### config.mk
export PLATFORM = sky130hd
export DESIGN_NAME = mac_accumulator
export DESIGN_NICKNAME = d
export VERILOG_FILES = /design/src/rtl/mac_accumulator.sv
export SDC_FILE = /design/constraint.sdc
export NUM_CORES = 1
export LEC_CHECK = 0
export BUFFER_PORTS_ARGS = -buffer_cell sky130_fd_sc_hd__buf_2
export CORE_UTILIZATION = 60
export CTS_CLUSTER_SIZE = 10
export DETAILED_ROUTE_END_ITERATION = 10
export GPL_TIMING_DRIVEN = 0
export PLACE_DENSITY = 0.87
export SETUP_SLACK_MARGIN = 0.15
export SYNTH_ARGS = -nofsm -noshare
export SYNTH_HDL_FRONTEND = slang
export SYNTH_SLANG_ARGS = --single-unit
### constraint.sdc
create_clock -name clk -period 4.35 [get_ports clk]
set_input_delay 0 -clock clk [delete_from_list [all_inputs] [get_ports clk]]
set_output_delay 0 -clock clk [all_outputs]
set_load 0.03 [all_outputs]
### src/rtl/mac_accumulator.sv
// mac_accumulator: sums a programmed number of unsigned products from the multiplier and
// returns the total over valid/ready. Define MAC_ACC_SAT_EN to clamp on carry-out instead of wrapping.
module mac_accumulator #(
   parameter int PROD_W = 32,
   parameter int ACC_W  = 40,  // must be >= PROD_W
   parameter int LEN_W  = 8
) (
   input  logic              clk,
   input  logic              rst_n,
   input  logic              start,
   input  logic [LEN_W-1:0]  len,
   input  logic              in_valid,
   output logic              in_ready,
   input  logic [PROD_W-1:0] product,
   output logic              out_valid,
   input  logic              out_ready,
   output logic [ACC_W-1:0]  acc_out,
   output logic              overflow,
   output logic              busy,
   output logic [1:0]        dbg_state
);

   // Handshakes: a transfer happens on a rising edge where valid and ready are both high;
   // a producer keeps valid and its payload steady until that edge.
   localparam logic [1:0] IDLE = 2'd0;
   localparam logic [1:0] ACC  = 2'd1;
   localparam logic [1:0] DONE = 2'd2;

   logic [1:0]       state;
   logic [LEN_W-1:0] count;
   logic [ACC_W-1:0] acc;
   logic             ovf;
   logic [ACC_W:0]   sum;
   logic [ACC_W-1:0] acc_next;
   logic             beat;

   assign in_ready  = (state == ACC);
   assign out_valid = (state == DONE);
   assign busy      = (state == ACC) | (state == DONE);
   assign acc_out   = acc;
   assign overflow  = ovf;
   assign dbg_state = state;

   assign beat = in_valid & in_ready;
   assign sum  = {1'b0, acc} + (ACC_W+1)'(product);

   // Once clamped, every later sum carries again (or adds zero), so the clamp holds.
   always_comb begin
`ifdef MAC_ACC_SAT_EN
      acc_next = sum[ACC_W] ? {ACC_W{1'b1}} : sum[ACC_W-1:0];
`else
      acc_next = sum[ACC_W-1:0];
`endif
   end

   always_ff @(posedge clk or negedge rst_n) begin
      if (!rst_n) begin
         state <= IDLE;
         count <= '0;
         acc   <= '0;
         ovf   <= 1'b0;
      end else begin
         case (state)
            IDLE: begin
               if (start) begin
                  acc <= '0;
                  ovf <= 1'b0;
                  if (len == '0) begin
                     count <= '0;
                     state <= DONE;
                  end else begin
                     count <= len;
                     state <= ACC;
                  end
               end
            end
            ACC: begin
               if (beat) begin
                  acc   <= acc_next;
                  ovf   <= ovf | sum[ACC_W];
                  count <= count - LEN_W'(1);
                  if (count == LEN_W'(1)) state <= DONE;
               end
            end
            DONE: begin
               if (out_ready) state <= IDLE;
            end
            default: state <= IDLE;
         endcase
      end
   end

endmodule

# ---- Word-level counts from Yosys, hierarchy flattened
# Index checks and enable logic that the tools add are counted.
dict set report totals {
  regBits 51
  input_bits 45
  word_cells 37
}
dict set report classes {
  n_addsub 2
  mux 16
  eq_ne 7
  n_bitwise 3
  n_reduce_logical 5
}
# cell n
set ops {}
lappend ops {{40-bit two-way mux} 2}
lappend ops {{40-bit one-hot mux with 2 select lines} 1}
lappend ops {{40-bit by 32-bit adder with 41-bit output} 1}
lappend ops {{8-bit two-way mux} 3}
lappend ops {{8-bit one-hot mux with 2 select lines} 1}
lappend ops {{2-bit two-way mux} 5}
lappend ops {{8-bit by 1-bit == test with 1-bit output (second input constant)} 1}
lappend ops {{8-bit logical NOT} 1}
lappend ops {{8-bit by 1-bit subtractor with 8-bit output (second input constant)} 1}
lappend ops {{2-bit by 1-bit inequality test with 1-bit output (second input constant)} 3}
lappend ops {{2-bit one-hot mux with 3 select lines} 1}
lappend ops {{4-bit AND reduction} 1}
lappend ops {{3-bit AND reduction} 1}
lappend ops {{2-bit by 1-bit == test with 1-bit output (second input constant)} 1}
lappend ops {{2-bit == test (second input constant)} 1}
lappend ops {{2-bit logical NOT} 1}
lappend ops {{1-bit two-way mux} 2}
lappend ops {{2-bit inequality test (second input constant)} 1}
lappend ops {{1-bit bitwise OR} 2}
lappend ops {{1-bit one-hot mux with 2 select lines} 1}
lappend ops {{2-bit nonzero test} 1}
lappend ops {{1-bit AND} 1}

# ---- Longest topological paths before layout
dict set report depth {
  depth_word 4
  depth_mapped 11
}

# ---- Worst setup path after synthesis
# OpenSTA, ideal clock, no wires.
dict set report synth_timing {
  kind {reg2reg}
  from {register acc[0] (netlist: acc_out[0])}
  to {register acc[34] (netlist: acc_out[34])}
  n_path_buf 0
  synth_period_minus_slack_ps 2758
  t_required_ps 4226
  setup_time_ps 124
  stages_incl_launch_ff 11
  slack_ps 1592
  arrival_time_ps 2634
  cell_sequence {dfrtp_1 > ha_1 > fa_1 > a21o_1 > a221o_1 > a2bb2oi_1 > a21oi_2 > a21boi_0 > o21ai_0 > a31oi_1 > nand2_1}
}
dict set report synth_between {
  elab_chain_len 3
}
# item line_no
set synth_rtl {}
lappend synth_rtl {{start: declaration} 31} ;# logic [ACC_W-1:0] acc;
lappend synth_rtl {{start signal: assignment} 79} ;# acc <= acc_next;
lappend synth_rtl {{40-bit by 32-bit adder with 41-bit output} 45} ;# assign sum = {1'b0, acc} + (ACC_W+1)'(product);
lappend synth_rtl {{40-bit two-way mux} 78} ;# if (beat) begin
lappend synth_rtl {{40-bit one-hot mux with 2 select lines} 63} ;# case (state)
# Every way passes these cells. The select of a mux whose other input is x is not followed.
# A chain may end at the register's enable or synchronous reset.

# ---- Worst setup path after layout
dict set report layout_timing {
  from {register acc[0] (netlist: acc_out[0])}
  to {register acc[30] (netlist: acc_out[30])}
}
# Same word-level chain as after synthesis.

==> flow_metrics.py <==
metrics = {
    "global_routing": {
        "first_global_vias": 3905,
        "grt_start_max_net_pins": 52,
        "grt_usage": 0.295,
        "gr-total-overflow": 0,
        "grt_pass1_wl_um": 17200,
        "antenna_found_initial": 0,
    },
    "placement": {
        "gp_congestion": 0.949,
        "dp_hpwl_um": 7780,
        "portBuffers": 90,
        "place_ws_ns": 1.34,
    },
    "logic_synthesis": {
        "synth_ff_type": "dfrtp_1",
        "ys_ff_latch": 51,
        "netlist_instances": 508,
        "synthArstFlopShare": 1.00,
        "ys_types": 55,
        "netlist_area_um2": 4100,
        "yosysWarningCount": 0,
        "ys_seq_area_frac": 0.312,
        "syn_area_per_cell_um2": 8.06,
        "syn_nets": 591,
        "synth_edf_count": 0,
    },
    "floorplanning": {
        "core_um2": 6460,
        "ioPinCount": 91,
        "start_util": 0.634,
        "die_x_um": 84.6,
        "die_area_um2": 7160,
        "rows": 29,
        "die_h_um": 84.6,
    },
    "sta": {
        "fmax_mhz": 319,
        "finalMaxSlewViolations": 0,
        "fin_ws_ns": 1.22,
        "min_period_over_period": 0.720,
        "worst_pin_slew_ns": 1.14,
        "fin_crit_ns": 3.13,
        "setup-tns-final_ns": 0,
        "hold_viol": 0,
        "setup_viol": 0,
        "slew_headroom": 0.240,
        "skew_ns": 0.0109,
        "grt_setup_unrepaired": "false",
    },
    "final_layout": {
        "utilization": 0.740,
        "diodes": 0,
        "synthToLayoutAreaGrowth_pct": 16.7,
        "nets": 692,
        "drive_gt1_frac": 0.197,
    },
    "drt": {
        "post-route-drc-count": 5,
        "vias": 4161,
        "wl_per_cell_um": 14.8,
        "vias_per_cell": 6.06,
        "wl_met2_um": 4760,
        "drtIter0Drc": 220,
        "drt_first_pass_iters": 7,
        "top_layer": "met4",
        "drt-met1-wl_um": 4560,
        "detail-route-antenna-nets": 0,
        "wl_um": 10200,
        "routed-wl-met3_um": 665,
    },
    "clock_tree": {
        "cts-buffers-inserted": 5,
        "clk_pin_slew_worst_paths_ns": 0.11,
        "clock_sinks": 51,
        "clock_latency_ns": 0.32,
        "h-tree-depth": 2,
        "clockBufferDepth": 2,
        "tritoncts": "done",
        "cts_hold_buf": 4,
        "root_buffer": "clkbuf_8",
        "postCtsSetupBuffers": 0,
        "post_cts_resized": 0,
    },
    "run_status": {
        "outcome": "finished, violations left",
        "violations": "design-rule violations",
    },
    "flow_run": {
        "drv_cap": 0,
    },
    "hold_path": {
        "hp-class": "primary input to flip-flop",
        "hold_path_depth": 3,
    },
    "power": {
        "pwr_density_cell_nw_per_um2": 674,
        "power_leakage_uw": 0.00233,
        "ir_drop_mv": 0.372,
        "power.total_uw": 3220,
    },
    "worst_setup_path": {
        "crit_required_ns": 4.59,
        "crit_type": "flip-flop to flip-flop",
        "cp-start-kind": "flip-flop",
        "reg2reg_depth": 10,
        "cp_max_fo": 4,
        "end_kind": "flip-flop",
        "critPathArrivalTime_ns": 3.37,
    },
}
[area by class of cell]
type                            count  area (um^2)
Timing Repair Buffer               94          490
Tap cell                           77         96.3
Multi-Input combinational cell    420         2670
Fill cell                         537         1680
Sequential cell                    51         1280
Inverter                           15         56.3
Buffer                             22         93.8
Clock buffer                        5         68.8
Clock inverter                      3         28.8
[worst max-delay path, stage by stage, from the launching register on]
cell and delay, ns:
dfrtp_1 0.41, ha_1 0.23, fa_1 0.41, a21o_1 0.19, a221o_1 0.37, a2bb2oi_1 0.35
a21oi_2 0.14, a21boi_0 0.37, o21ai_0 0.24, xnor2_1 0.16, o21ai_0 0.16
[kinds of logic after synthesis]
logic type               Yosys count  share of synthesized area
AO/OA/AOI/OAI                    168                      0.260
XOR/XNOR                          32                     0.0684
adder cells (fa/ha/maj)           38                      0.118
buffers and inverters             37                     0.0367
flip-flops                        51                      0.312
multiplexers                       2                    0.00489
AND/OR/NAND/NOR                  180                      0.200
[synth_stat cells (4+ instances only)]
cell	count	area, um^2
a211oi_1	4	30.0
a21o_1	10	75.1
a21oi_1	44	220
a31oi_1	8	50.1
and3_1	5	31.3
buf_2	7	35.0
clkbuf_1	13	48.8
dfrtp_1	51	1280
ha_1	37	463
inv_1	15	56.3
nand2_1	77	289
nand3_1	15	75.1
nand4_1	11	68.8
nor2_1	36	135
nor2b_1	4	25.0
nor3_1	13	65.1
nor4_1	6	37.5
o211ai_1	6	45.0
o21ai_0	58	290
o21bai_1	5	37.5
o22ai_1	4	25.0
xnor2_1	17	149
xor2_1	15	131
[where the power goes]
group	internal [uW]	total, uW	leakage, uW	switching [uW]
logic	743	2130	0.00162	1390
clock network	120	305	0.0000502	185
registers	640	782	0.000660	142
[flip-flops by register name, indices dropped and copies added, names as in the netlist]
register   cells
count          8
dbg_state      2
acc_out       40
overflow       1
[metrics by stage]
step                area [um^2]  cells  hold WS (ns)
floorplan                  4100    508        -0.296
global placement           4640    675         0.240
detailed placement         4640    675         0.247
CTS                        4780    687        0.0146
global route               4780    687       0.00978
finish                     4780    687        0.0137
[path summary, 6_finish.rpt]
kind	start	end	slack, ns
setup / recovery	acc_out[0]	acc_out[30]	1.22
hold / removal	product[0]	acc_out[0]	0.01
setup reg to reg	acc_out[0]	acc_out[30]	1.22
hold reg to reg	acc_out[4]	acc_out[4]	0.52
max in group asynchronous	rst_n	acc_out[12]	3.21
min in group asynchronous	rst_n	acc_out[1]	0.44
[layer usage]
| metal | vias up | GRT usage |
|---|---|---|
| met5 | - | 0 |
| met4 | 0 | 0.0986 |
| met2 | 173 | 0.502 |
| met1 | 1927 | 0.384 |
| li1 | 2041 | - |
| met3 | 20 | 0.0462 |
[cell usage in the layout (no fill, tap or decap), drive strengths merged, types with 8 or more instances in the layout]
cell / instances
nand3: 16
nand2: 77
clkbuf: 20
xnor2: 17
nor3: 14
xor2: 15
nand4: 11
a21oi: 45
o21ai: 59
nor2: 36
inv: 16
dfrtp: 51
a31oi: 8
ha: 37
a21o: 10
buf: 97
No activity file was read; power rests on OpenSTA's default activity.
